==> config.mk <==
export PLATFORM = sky130hd
export DESIGN_NAME = alu_arbiter_flat
export DESIGN_NICKNAME = d
export VERILOG_FILES = /design/src/rtl/alu_arbiter_if.sv /design/src/rtl/alu_arbiter.sv /design/src/flat_wrapper.sv
export SDC_FILE = /design/constraint.sdc
export NUM_CORES = 1
export LEC_CHECK = 0
export ABC_AREA = 1
export CORE_MARGIN = 2
export CORE_UTILIZATION = 35
export CTS_CLUSTER_DIAMETER = 60
export DETAILED_ROUTE_END_ITERATION = 8
export GPL_TIMING_DRIVEN = 0
export PLACE_DENSITY = 0.74
export RECOVER_POWER = 50
export SYNTH_ARGS = -nofsm -noshare
export SYNTH_HDL_FRONTEND = slang
export SYNTH_SLANG_ARGS = --single-unit
==> constraint.sdc <==
create_clock -name clk -period 1.9 [get_ports clk]
set_clock_uncertainty 0.2 [all_clocks]
set_input_delay 0.38 -clock clk [delete_from_list [all_inputs] [get_ports clk]]
set_output_delay 0.38 -clock clk [all_outputs]
set_load 0.02 [all_outputs]
==> src/rtl/alu_arbiter_if.sv <==
// Purpose : Bundles the requester handshakes and the ALU connection of alu_arbiter.
// Signals : req_valid/req_ready/req_op1/req_op2/req_ctrl - two request channels (packed per index)
//           rsp_valid/rsp_ready/rsp_out/rsp_eq          - one-hot response channel
//           alu_op1/alu_op2/alu_ctrl                    - registered operands to the shared ALU
//           alu_out/alu_eq                              - combinational ALU result
// Modports: slave  - the arbiter
//           master - requesters plus the ALU instance
interface alu_arbiter_if #(
  parameter int unsigned DATA_WIDTH = 32,
  parameter int unsigned CTRL_WIDTH = 1
);
  logic [1:0]              req_valid;
  logic [1:0]              req_ready;
  logic [2*DATA_WIDTH-1:0] req_op1;
  logic [2*DATA_WIDTH-1:0] req_op2;
  logic [2*CTRL_WIDTH-1:0] req_ctrl;
  logic [1:0]              rsp_valid;
  logic [1:0]              rsp_ready;
  logic [DATA_WIDTH-1:0]   rsp_out;
  logic                    rsp_eq;
  logic [DATA_WIDTH-1:0]   alu_op1;
  logic [DATA_WIDTH-1:0]   alu_op2;
  logic [CTRL_WIDTH-1:0]   alu_ctrl;
  logic [DATA_WIDTH-1:0]   alu_out;
  logic                    alu_eq;

  modport slave (
    input  req_valid, req_op1, req_op2, req_ctrl, rsp_ready, alu_out, alu_eq,
    output req_ready, rsp_valid, rsp_out, rsp_eq, alu_op1, alu_op2, alu_ctrl
  );

  modport master (
    output req_valid, req_op1, req_op2, req_ctrl, rsp_ready, alu_out, alu_eq,
    input  req_ready, rsp_valid, rsp_out, rsp_eq, alu_op1, alu_op2, alu_ctrl
  );
endinterface

==> src/rtl/alu_arbiter.sv <==
// Purpose : Shares one combinational ALU between the execute stage (req 0) and the
//           branch/address unit (req 1). IDLE grants one request, EXEC lets the ALU
//           settle on the registered operands, RESP holds the result until taken.
// Ports   : clk   - rising-edge clock
//           rst_n - asynchronous active-low reset
//           bus   - alu_arbiter_if.slave (request, response and ALU signals)
// Config  : ALU_ARB_FIXED_PRIO_EN defined -> req 0 always wins a tie;
//           undefined (default)           -> round-robin using the last grant.
// Note    : req_ready is the only combinational output (asserted in the IDLE cycle).
module alu_arbiter #(
  parameter int unsigned DATA_WIDTH = 32,
  parameter int unsigned CTRL_WIDTH = 1
) (
  input logic           clk,
  input logic           rst_n,
  alu_arbiter_if.slave  bus
);

  typedef enum logic [1:0] {
    IDLE = 2'd0,
    EXEC = 2'd1,
    RESP = 2'd2
  } state_e;

  state_e                state_q, state_d;
  logic                  grant_q, grant_d;
  logic [1:0]            rsp_valid_q, rsp_valid_d;
  logic [DATA_WIDTH-1:0] rsp_out_q, rsp_out_d;
  logic                  rsp_eq_q, rsp_eq_d;
  logic [DATA_WIDTH-1:0] alu_op1_q, alu_op1_d;
  logic [DATA_WIDTH-1:0] alu_op2_q, alu_op2_d;
  logic [CTRL_WIDTH-1:0] alu_ctrl_q, alu_ctrl_d;
  logic [1:0]            req_ready_c;
  logic                  win_c;

  // Winner selection among the pending requests
`ifdef ALU_ARB_FIXED_PRIO_EN
  always_comb begin
    win_c = ~bus.req_valid[0];
  end
`else
  logic last_grant_q, last_grant_d;

  always_comb begin
    if (&bus.req_valid) win_c = ~last_grant_q;
    else                win_c = bus.req_valid[1];
  end
`endif

  // Next-state and datapath selection
  always_comb begin
    state_d     = state_q;
    grant_d     = grant_q;
    rsp_valid_d = rsp_valid_q;
    rsp_out_d   = rsp_out_q;
    rsp_eq_d    = rsp_eq_q;
    alu_op1_d   = alu_op1_q;
    alu_op2_d   = alu_op2_q;
    alu_ctrl_d  = alu_ctrl_q;
    req_ready_c = 2'b00;
`ifndef ALU_ARB_FIXED_PRIO_EN
    last_grant_d = last_grant_q;
`endif
    unique case (state_q)
      IDLE: begin
        // rst_n gate keeps ready low while reset is held with requests pending
        if (rst_n && (|bus.req_valid)) begin
          req_ready_c = win_c ? 2'b10 : 2'b01;
          grant_d     = win_c;
          alu_op1_d   = win_c ? bus.req_op1[2*DATA_WIDTH-1:DATA_WIDTH] : bus.req_op1[DATA_WIDTH-1:0];
          alu_op2_d   = win_c ? bus.req_op2[2*DATA_WIDTH-1:DATA_WIDTH] : bus.req_op2[DATA_WIDTH-1:0];
          alu_ctrl_d  = win_c ? bus.req_ctrl[2*CTRL_WIDTH-1:CTRL_WIDTH] : bus.req_ctrl[CTRL_WIDTH-1:0];
          state_d     = EXEC;
        end
      end
      EXEC: begin
        rsp_out_d   = bus.alu_out;
        rsp_eq_d    = bus.alu_eq;
        rsp_valid_d = grant_q ? 2'b10 : 2'b01;
        state_d     = RESP;
      end
      RESP: begin
        if (bus.rsp_ready[grant_q]) begin
          rsp_valid_d = 2'b00;
`ifndef ALU_ARB_FIXED_PRIO_EN
          last_grant_d = grant_q;
`endif
          state_d = IDLE;
        end
      end
      default: state_d = IDLE;
    endcase
  end

  // State and output registers
  always_ff @(posedge clk or negedge rst_n) begin
    if (!rst_n) begin
      state_q     <= IDLE;
      grant_q     <= 1'b0;
      rsp_valid_q <= 2'b00;
      rsp_out_q   <= '0;
      rsp_eq_q    <= 1'b0;
      alu_op1_q   <= '0;
      alu_op2_q   <= '0;
      alu_ctrl_q  <= '0;
    end else begin
      state_q     <= state_d;
      grant_q     <= grant_d;
      rsp_valid_q <= rsp_valid_d;
      rsp_out_q   <= rsp_out_d;
      rsp_eq_q    <= rsp_eq_d;
      alu_op1_q   <= alu_op1_d;
      alu_op2_q   <= alu_op2_d;
      alu_ctrl_q  <= alu_ctrl_d;
    end
  end

`ifndef ALU_ARB_FIXED_PRIO_EN
  // Reset to 1 so that req 0 wins the first tie
  always_ff @(posedge clk or negedge rst_n) begin
    if (!rst_n) last_grant_q <= 1'b1;
    else        last_grant_q <= last_grant_d;
  end
`endif

  assign bus.req_ready = req_ready_c;
  assign bus.rsp_valid = rsp_valid_q;
  assign bus.rsp_out   = rsp_out_q;
  assign bus.rsp_eq    = rsp_eq_q;
  assign bus.alu_op1   = alu_op1_q;
  assign bus.alu_op2   = alu_op2_q;
  assign bus.alu_ctrl  = alu_ctrl_q;

endmodule

==> src/flat_wrapper.sv <==
// flat-port wrapper written by rule: the top's interface ports become plain ports
module alu_arbiter_flat 
#(
  parameter int unsigned DATA_WIDTH = 32,
  parameter int unsigned CTRL_WIDTH = 1
)
  (clk, rst_n, bus_req_valid, bus_req_op1, bus_req_op2, bus_req_ctrl, bus_rsp_ready, bus_alu_out, bus_alu_eq, bus_req_ready, bus_rsp_valid, bus_rsp_out, bus_rsp_eq, bus_alu_op1, bus_alu_op2, bus_alu_ctrl);
  alu_arbiter_if #(.DATA_WIDTH(DATA_WIDTH), .CTRL_WIDTH(CTRL_WIDTH)) bus_i ();
  input logic clk;
  input logic rst_n;
  input wire logic [$bits(bus_i.req_valid)-1:0] bus_req_valid;
  input wire logic [$bits(bus_i.req_op1)-1:0] bus_req_op1;
  input wire logic [$bits(bus_i.req_op2)-1:0] bus_req_op2;
  input wire logic [$bits(bus_i.req_ctrl)-1:0] bus_req_ctrl;
  input wire logic [$bits(bus_i.rsp_ready)-1:0] bus_rsp_ready;
  input wire logic [$bits(bus_i.alu_out)-1:0] bus_alu_out;
  input wire logic [$bits(bus_i.alu_eq)-1:0] bus_alu_eq;
  output wire logic [$bits(bus_i.req_ready)-1:0] bus_req_ready;
  output wire logic [$bits(bus_i.rsp_valid)-1:0] bus_rsp_valid;
  output wire logic [$bits(bus_i.rsp_out)-1:0] bus_rsp_out;
  output wire logic [$bits(bus_i.rsp_eq)-1:0] bus_rsp_eq;
  output wire logic [$bits(bus_i.alu_op1)-1:0] bus_alu_op1;
  output wire logic [$bits(bus_i.alu_op2)-1:0] bus_alu_op2;
  output wire logic [$bits(bus_i.alu_ctrl)-1:0] bus_alu_ctrl;
  assign bus_i.req_valid = bus_req_valid;
  assign bus_i.req_op1 = bus_req_op1;
  assign bus_i.req_op2 = bus_req_op2;
  assign bus_i.req_ctrl = bus_req_ctrl;
  assign bus_i.rsp_ready = bus_rsp_ready;
  assign bus_i.alu_out = bus_alu_out;
  assign bus_i.alu_eq = bus_alu_eq;
  assign bus_req_ready = bus_i.req_ready;
  assign bus_rsp_valid = bus_i.rsp_valid;
  assign bus_rsp_out = bus_i.rsp_out;
  assign bus_rsp_eq = bus_i.rsp_eq;
  assign bus_alu_op1 = bus_i.alu_op1;
  assign bus_alu_op2 = bus_i.alu_op2;
  assign bus_alu_ctrl = bus_i.alu_ctrl;
  alu_arbiter #(.DATA_WIDTH(DATA_WIDTH), .CTRL_WIDTH(CTRL_WIDTH)) u_core (.clk(clk), .rst_n(rst_n), .bus(bus_i));
endmodule
==> results of run 1 <==
[power by group through the flow]
stage               registers, mW  logic (mW)  clock network, mW
global route                 3.90        6.15               1.90
finish                       3.77        5.62               1.76
detailed placement           3.82        5.97                  0
CTS                          3.78        5.65               1.80
floorplan                    5.01        1.71                  0
global placement             3.81        5.91                  0
[final cells by class]
cell class	count	area [sq um]
diodes	1	2.50
plain buffers	39	289
clock buffers	10	229
clock inverters	6	43.8
fillers	1311	5400
inverters	6	27.5
multi-input cells	516	2080
flip-flops and latches	104	2600
well taps	180	225
repair buffers	292	2880
[worst reg2reg max path: stages, from the launching register on]
cell,delay [ps]
dfstp_2,540
nand2_2,60
buf_4,130
buf_4,150
clkbuf_1,260
nand3_1,150
nand2_1,70
nand2_1,60
nand2_1,50
[state kept, by name, indices dropped and copies added, names as in the netlist, 2 cells and up]
name and cells:
u_core.state_q 2, u_core.bus.alu_op1 32, u_core.bus.alu_op2 32, u_core.bus.rsp_out 32, u_core.bus.rsp_valid 2
[how the worst max path moves through the flow]
stage                     depth (start not counted)                start                to
after floorplan                                   6  u_core.last_grant_q  bus_req_ready[0]
after global placement                            5                rst_n  bus_req_ready[0]
after detailed placement                          8                rst_n  bus_req_ready[1]
after CTS                                         7  u_core.last_grant_q  bus_req_ready[1]
after global routing                              7    u_core.state_q[0]  bus_req_ready[1]
final                                             7  u_core.last_grant_q  bus_req_ready[1]
[timing repair]
item,in CTS,in global routing
endpoints found under the setup margin,127,80
cloned,2,2
hold buffers,4,0
pin swaps,7,5
hold endpoints to repair,55,0
setup buffers,12,3
resized for setup,122,30
[placed cells by master, fill, tap and decap left out, types with 2 or more instances in the layout]
cell | synthesis | layout
buf_6 | 4 | 9
buf_2 | 22 | 17
clkbuf_1 | 7 | 8
nand2_1 | 439 | 436
clkinv_2 | 0 | 2
buf_4 | 8 | 18
dlymetal6s2s_1 | 0 | 20
nand3_1 | 70 | 68
inv_1 | 3 | 3
buf_12 | 0 | 2
buf_8 | 0 | 2
dlygate4sd3_1 | 0 | 3
inv_2 | 3 | 2
dlygate4sd2_1 | 0 | 80
dfrtp_1 | 103 | 103
nor2_4 | 0 | 2
nor2_2 | 1 | 2
inv_6 | 0 | 3
clkdlybuf4s50_1 | 0 | 167
clkbuf_16 | 0 | 11
nand2_2 | 1 | 3
[routing by layer]
| layer | wire length (um) | up-vias | GRT usage |
|---|---|---|---|
| met5 | 0 | - | 0 |
| met4 | 311 | 0 | 0.0797 |
| met3 | 1710 | 21 | 0.0748 |
| met2 | 8030 | 208 | 0.396 |
| met1 | 7020 | 2352 | 0.270 |
| li1 | - | 2657 | - |
[logic make-up after synthesis]
| logic type | Yosys count | synth area share |
|---|---|---|
| DFF | 104 | 0.532 |
| and+or+nand+nor | 515 | 0.414 |
| buffers and inverters | 47 | 0.0539 |
| AOI/OAI and AO/OA | 1 | 0.00102 |
[stage by stage]
stage,area (sq um),std cells,setup WS (ps)
2_1_floorplan,4900,667,79.8
3_3_place_gp,7830,1117,-5200
3_5_place_dp,7850,1118,-1280
4_1_cts,8340,1151,-88.6
5_1_grt,8370,1153,-180
6_report,8370,1154,-92.3
==> flow_summary.toml, run 1 <==
[place]
dp_hpwl_um = 12400
io_buffers = 270
place_congestion = 0.790

[logic_synthesis]
synth-edff-count = 0
synthCells = 667
syn_area_per_cell_sq_um = 7.34
syn_nets = 836
synthFlopType = "dfrtp_1"
synth.most_common_cell = "nand2_1"
yosysUniqueCellTypes = 14
yosysTopAreaCell = "dfrtp_1"
yosys.area.top_type_share = 0.526
synthArstFlopShare = 1.00
synthTopCellsByCount = "439 x nand2_1, 103 x dfrtp_1, 70 x nand3_1, 22 x buf_2, 8 x buf_4"
yosys-top-cells-area = "dfrtp_1 53%, nand2_1 34%, nand3_1 7.2%"
synth_seq_area_share = 0.532
synth_area_sq_um = 4900
ys_ff_latch = 104
yosysWarnings = 0

[power]
p_leak_nw = 4.72
p_switching_mw = 4.68
seq_power_share = 0.339
p_comb_frac = 0.504
peakVddDrop_v = 0.000809
intPower_mw = 6.47
switching_share = 0.420
power_density_nw_per_um2 = 1330
fin_total_pwr_mw = 11.1
clkPwrFrac = 0.158

[setup_path]
critPathCaptureType = "output port"
critPathTopFamily = "flip-flops"
crit_top_cell = "nand2_2"
crit_path_max_incr_delay_ps = 540
crit_arrival_ps = 1410
rrSetupSlack_ps = 120
r2r_start = "u_core.last_grant_q"
r2r-end = "u_core.bus.alu_op2[11]"
critPathLaunchType = "register"
critPathKind = "register to output port"
critPathMaxFanout = 2
cp_data_required_time_ps = 1320
path_buf_inv = 4
path_cells = "nand2_2 -> nand2_2 -> buf_12 -> inv_6 -> nand2_4 -> inv_2 -> buf_6"
critical_path.slowest_cell = "dfstp_2"
r2r.worst_path.cells = 8

[route]
route.vias.total = 5238
drt-total-wl_um = 17100
firstDrtPassIters = 4
antenna_left = 0
detail_route.wl_per_cell_um = 14.8
viasPerCell = 4.54
drc = 0
initialDrtViolationCount = 205

[global_route]
grt_max_degree = 43
antenna_found_initial = 1
grt_remaining_overflow = 0
grt_pass1_wl_um = 26500
track_usage = 0.230
grt_pass1_vias = 5144

[status]
violations = "negative setup slack"
outcome = "finished, violations left"

[cts]
cts.reportedPaths.clkPinSlew_ps = 70
clock-sinks = 104
cts_root_buf = "clkbuf_16"
cts_buffers = 9
cts_tree = "yes"
clk-insertion-delay-late_ps = 350
h-tree-depth = 3
clk_path_buf_depth = 2

[final_layout]
drive_above_1_share = 0.0843
area_growth_pct = 71.0
layout.nets = 1137
layout.core_utilization = 0.608

[floorplanning]
start_util = 0.356
die_w_um = 122
core-area_sq_um = 13800
die_area_sq_um = 15000
std_cell_rows = 43
io_pins = 271
chipHeight_um = 122

[timing]
hold_violations = 0
fmax_ghz = 0.502
setup_violations = 2
final.min_clock_period_ps = 1990
maxSlewViolCount = 0
setup-tns-final_ps = -167
max_slew.worst_pin.slew_ps = 721
slew_headroom = 0.520
grt_setup_unrepaired = "true"
finalCritPeriodShare = 1.05
whs_ps = 272
fin_ws_ps = -92.3

[hold_path]
holdPathStages = 2
hold_start = "u_core.bus.alu_op1[24]"
min_to = "u_core.bus.alu_op1[24]"
hp-class = "register to register"

[job]
cap_violations = 0
(Power assumes the default switching activity.)
==> run 2, diff against run 1 <==
--- a/config.mk
+++ b/config.mk
@@ -6,13 +6,13 @@
 export NUM_CORES = 1
 export LEC_CHECK = 0
 export ABC_AREA = 1
+export CORE_ASPECT_RATIO = 0.6
 export CORE_MARGIN = 2
 export CORE_UTILIZATION = 35
 export CTS_CLUSTER_DIAMETER = 60
 export DETAILED_ROUTE_END_ITERATION = 8
 export GPL_TIMING_DRIVEN = 0
 export PLACE_DENSITY = 0.74
-export RECOVER_POWER = 50
 export SYNTH_ARGS = -nofsm -noshare
 export SYNTH_HDL_FRONTEND = slang
 export SYNTH_SLANG_ARGS = --single-unit
==> constraint.sdc (replaced) <==
create_clock -name clk -period 2.35 [get_ports clk]
set_clock_uncertainty 0.2 [all_clocks]
set_input_delay 0.47 -clock clk [delete_from_list [all_inputs] [get_ports clk]]
set_output_delay 0.47 -clock clk [all_outputs]
set_load 0.02 [all_outputs]
==> run 2 against run 1 <==
The flow now finishes without violations. Worst hold slack better by 7.2 ps. Non-clock buffer count fell by 9. Via count is 0.50% lower.
==> flow_summary.toml, run 2 (synthesis gave the netlist of run 1 again) <==
[global_route]
grt_pass1_vias = 4988
track_usage = 0.233
grt_max_degree = 28
antenna_found_initial = 0
grt_remaining_overflow = 0
grt_pass1_wl_um = 26800

[timing]
finalCritPeriodShare = 0.941
grt_setup_unrepaired = "false"
hold_violations = 0
final.min_clock_period_ps = 2210
setup_violations = 0
fmax_ghz = 0.452
slew_headroom = 0.639
maxSlewViolCount = 0
max_slew.worst_pin.slew_ps = 541

[floorplanning]
core-area_sq_um = 13700
die_w_um = 157
die_area_sq_um = 15000
start_util = 0.358
io_pins = 271
chipHeight_um = 95.6
std_cell_rows = 33

[route]
antenna_left = 0
initialDrtViolationCount = 312
drc = 0
drt-total-wl_um = 17500
viasPerCell = 4.51
firstDrtPassIters = 5
detail_route.wl_per_cell_um = 15.2
route.vias.total = 5212

[final_layout]
drive_above_1_share = 0.0747
final_cell_mix = "437 x nand2_1, 265 x clkdlybuf4s50_1, 102 x dfrtp_1"
layout.core_utilization = 0.614
final_area_sq_um = 8390
area_growth_pct = 71.3
fillerInstances = 1251
layout.nets = 1128
antenna_cells = 0
final_common_cell = "nand2_1"
final-seq-area_sq_um = 2610
multi_input_area_sq_um = 2060

[hold_path]
holdPathStages = 2
min_to = "u_core.bus.alu_op2[28]"
hp-class = "register to register"
hold_start = "u_core.bus.alu_op2[28]"

[power]
p_leak_nw = 4.25
fin_total_pwr_mw = 9.45
power_density_nw_per_um2 = 1130
peakVddDrop_v = 0.000483

[setup_path]
crit_top_cell = "nand2_1"
critPathCaptureType = "output port"
critical_path.slowest_cell = "dfrtp_2"
crit_arrival_ps = 1540
rrSetupSlack_ps = 570
critPathLaunchType = "register"
critPathMaxFanout = 4
r2r-end = "u_core.bus.alu_op1[0]"
r2r.worst_path.cells = 9
cp_data_required_time_ps = 1680
critPathKind = "register to output port"
crit_path_max_incr_delay_ps = 440
r2r_start = "u_core.last_grant_q"
path_cells = "nor2_2 -> nand2_1 -> nor2_4 -> buf_6 -> nand2_1 -> inv_1 -> buf_2"

[place]
dp_hpwl_um = 12900
place_area_sq_um = 7870
place_congestion = 0.858
io_buffers = 270

[cts]
clock-sinks = 104
h-tree-depth = 3
cts_tree = "yes"
clk_path_buf_depth = 2
clk-insertion-delay-late_ps = 330
cts_root_buf = "clkbuf_16"
cts_buffers = 9
cts.reportedPaths.clkPinSlew_ps = 70

[job]
cap_violations = 0

[status]
outcome = "finished, final reports clean"
run 2: cell types whose count changed in the layout (fill, tap and decap cells not counted), moves of 3 or more:
| cell | before | now |
|---|---|---|
| dlygate4sd2_1 | 80 | 1 |
| buf_6 | 9 | 6 |
| dlymetal6s2s_1 | 20 | 1 |
| clkdlybuf4s50_1 | 167 | 265 |
| buf_4 | 18 | 9 |
| buf_2 | 17 | 21 |
run 2: per-layer routing:
layer  part of all wire  global-route usage  vias to the layer above
li1                   -                   -                     2632
met1               0.45               0.306                     2362
met2               0.45               0.381                      202
met3              0.091              0.0773                       16
met4              0.011              0.0466                        0
met5                  0                   0                        -
run 2: worst max-delay path by stage:
stage                                    from          endpoint  slack (ps)  depth (start not counted)
after floorplan           u_core.last_grant_q  bus_req_ready[0]         360                          6
after global placement                  rst_n  bus_req_ready[0]       -4700                          5
after detailed placement                rst_n  bus_req_ready[1]       -1030                          8
after CTS                    bus_req_valid[0]  bus_req_ready[1]         0.2                          7
after global routing        u_core.state_q[0]  bus_req_ready[1]          30                          7
final                       u_core.state_q[0]  bus_req_ready[1]         140                          7
run 2: stage by stage:
stage          hold WS (ps)  TNS (ps)  worst slack, ps  cells
2_1_floorplan         -25.6         0              358    667
3_3_place_gp            260   -637220            -4700   1129
3_5_place_dp            264     -8060            -1030   1130
4_1_cts                 284         0            0.205   1156
5_1_grt                 298         0             32.7   1156
6_report                279         0              139   1156
run 2: final cells by class:
type / count / share of cell area
buffer: 40 / 0.0309
clock inverter: 7 / 0.00760
sequential: 104 / 0.310
tap: 192 / 0.0286
multi-input combinational: 516 / 0.245
clock buffer: 9 / 0.0268
timing repair buffer: 282 / 0.348
inverter: 6 / 0.00268
run 2: where the power goes:
part	switching (mW)	internal (mW)	total (mW)
clock	0.730	0.743	1.47
sequential	0.467	2.62	3.09
combinational	2.65	2.25	4.89
run 2: critical path, delay by kind of cell, from the launching register on:
kind          cells  cell delay, ps
simple gates      4             440
flops             1             440
buf+inv           3             310
run 2: repair_timing:
action | 4_1_cts | 5_1_grt
setup endpoints to repair | 2 | 2
resized for setup | 23 | 7
hold buffers | 7 | 0
endpoints found under the hold margin | 76 | 0
gates cloned | 2 | 0
pin swaps | 1 | 0
buffers inserted | 2 | 0
==> run 3, diff against run 2 <==
--- a/config.mk
+++ b/config.mk
@@ -6,13 +6,15 @@
 export NUM_CORES = 1
 export LEC_CHECK = 0
 export ABC_AREA = 1
+export CELL_PAD_IN_SITES_DETAIL_PLACEMENT = 0
+export CELL_PAD_IN_SITES_GLOBAL_PLACEMENT = 1
 export CORE_ASPECT_RATIO = 0.6
 export CORE_MARGIN = 2
-export CORE_UTILIZATION = 35
+export CORE_UTILIZATION = 28
 export CTS_CLUSTER_DIAMETER = 60
 export DETAILED_ROUTE_END_ITERATION = 8
 export GPL_TIMING_DRIVEN = 0
-export PLACE_DENSITY = 0.74
+export PLACE_DENSITY_LB_ADDON = 0.1
 export SYNTH_ARGS = -nofsm -noshare
 export SYNTH_HDL_FRONTEND = slang
 export SYNTH_SLANG_ARGS = --single-unit
==> run 3 against run 2 <==
Die area is 24% higher. Non-clock buffer count down 5. Cell area decreased by 1.2%. Core utilization shrank 13 points. Count of clock-buffer cells in the layout stayed put. Sequential cell count stayed put. Wire length is 0.18% higher. Worst hold slack worse by 1.2 ps. Global-route usage decreased by 4.1 points. Clock power about the same. Total power shrank 0.70%. Critical path type is now input pin to output port.
==> flow_summary.toml, run 3 (synthesis gave the netlist of run 1 again) <==
[setup_path]
r2r.worst_path.cells = 9
critPathCaptureType = "output port"
critPathKind = "input pin to output port"
critPathLaunchType = "input pin"
crit_arrival_ps = 1580
r2r_start = "u_core.last_grant_q"
cp_data_required_time_ps = 1680
rrSetupSlack_ps = 490
critPathMaxFanout = 3
r2r-end = "u_core.bus.alu_op2[25]"
crit_start = "bus_req_valid[0]"

[status]
outcome = "finished, final reports clean"

[cts]
cts.reportedPaths.clkPinSlew_ps = 70
cts_root_buf = "clkbuf_16"
clk-insertion-delay-late_ps = 350
clock-sinks = 104
h-tree-depth = 3
clk_path_buf_depth = 2
cts_buffers = 9
cts_tree = "yes"

[route]
antenna_left = 0
firstDrtPassIters = 4
drc = 0
initialDrtViolationCount = 260
detail_route.wl_per_cell_um = 14.7
drt-total-wl_um = 17600
viasPerCell = 4.27
route.vias.total = 5094

[final_layout]
antenna_cells = 0
drive_above_1_share = 0.0699
layout.nets = 1123
final_common_cell = "nand2_1"
final_cell_mix = "438 x nand2_1, 266 x clkdlybuf4s50_1, 103 x dfrtp_1"
area_growth_pct = 69.3

[global_route]
antenna_found_initial = 0
grt_pass1_wl_um = 28000
track_usage = 0.193
grt_remaining_overflow = 0
grt_max_degree = 55
grt_pass1_vias = 5036

[floorplanning]
start_util = 0.286
std_cell_rows = 37
io_pins = 271
die_area_sq_um = 18600
die_w_um = 175
chipHeight_um = 106
core-area_sq_um = 17100

[hold_path]
holdPathStages = 2
hold_start = "u_core.bus.alu_op2[2]"
hp-class = "register to register"
min_to = "u_core.bus.alu_op2[2]"

[timing]
whs_ps = 278
grt_setup_unrepaired = "false"
max_slew.worst_pin.slew_ps = 529
maxSlewViolCount = 0
setup_violations = 0
hold_violations = 0
finalCritPeriodShare = 0.957
fmax_ghz = 0.445
setup-tns-final_ps = 0
final.min_clock_period_ps = 2250
slew_headroom = 0.647

[power]
power_density_nw_per_um2 = 1130
peakVddDrop_v = 0.000421
p_leak_nw = 4.17

[place]
io_buffers = 270
dp_hpwl_um = 13000
place_congestion = 0.783

[job]
cap_violations = 0
## run 3: worst max-delay path by stage
stage                       end  slack [ps]
6_report       bus_req_ready[1]         100
5_1_grt        bus_req_ready[1]           3
4_1_cts        bus_req_ready[1]         100
3_5_place_dp   bus_req_ready[0]        -690
3_3_place_gp   bus_req_ready[0]       -4930
2_1_floorplan  bus_req_ready[0]         360
## run 3: power by group
group,internal [mW],switching (mW),total [mW]
clock network,0.730,0.737,1.47
registers,2.62,0.454,3.07
logic,2.23,2.62,4.85
## run 3: final cells by class
cell class / instances / area [sq um]
fillers: 1744 / 8840
flip-flops and latches: 104 / 2600
repair buffers: 277 / 2790
well taps: 234 / 293
multi-input cells: 516 / 2040
clock inverters: 6 / 52.6
plain buffers: 40 / 259
clock buffers: 9 / 225
inverters: 6 / 22.5
## run 3: worst max-delay path, stage by stage
cell             delay (ps)
clkdlybuf4s50_1         500
nand2_1                 100
nand2_2                 110
buf_12                  110
inv_2                    30
nand2_1                  70
inv_1                    40
buf_2                   150
## run 3: through the flow
step | setup WS, ps | util | area (sq um) | total power, mW | instances
6_report | 101 | 0.484 | 8290 | 9.39 | 1192
2_1_floorplan | 358 | - | 4900 | 5.43 | 667
3_5_place_dp | -692 | 0.463 | 7920 | 7.94 | 1172
3_3_place_gp | -4930 | 0.461 | 7890 | 7.93 | 1171
5_1_grt | 3.02 | 0.484 | 8290 | 10.1 | 1192
4_1_cts | 100 | 0.484 | 8290 | 9.51 | 1192
## run 3: per-layer routing
metal	vias up	GRT usage	part of all wire
li1	2619	-	-
met1	2300	0.276	0.49
met2	166	0.280	0.41
met3	9	0.0701	0.094
met4	0	0.0339	0.0051
met5	-	0	0
## run 3: timing repair
| action | in CTS | in global routing |
|---|---|---|
| setup endpoints to repair | 2 | 1 |
| pin swaps | 1 | 0 |
| endpoints found under the hold margin | 49 | 0 |
| buffers inserted | 4 | 0 |
| gates resized for setup | 21 | 1 |
| hold buffers | 2 | 0 |
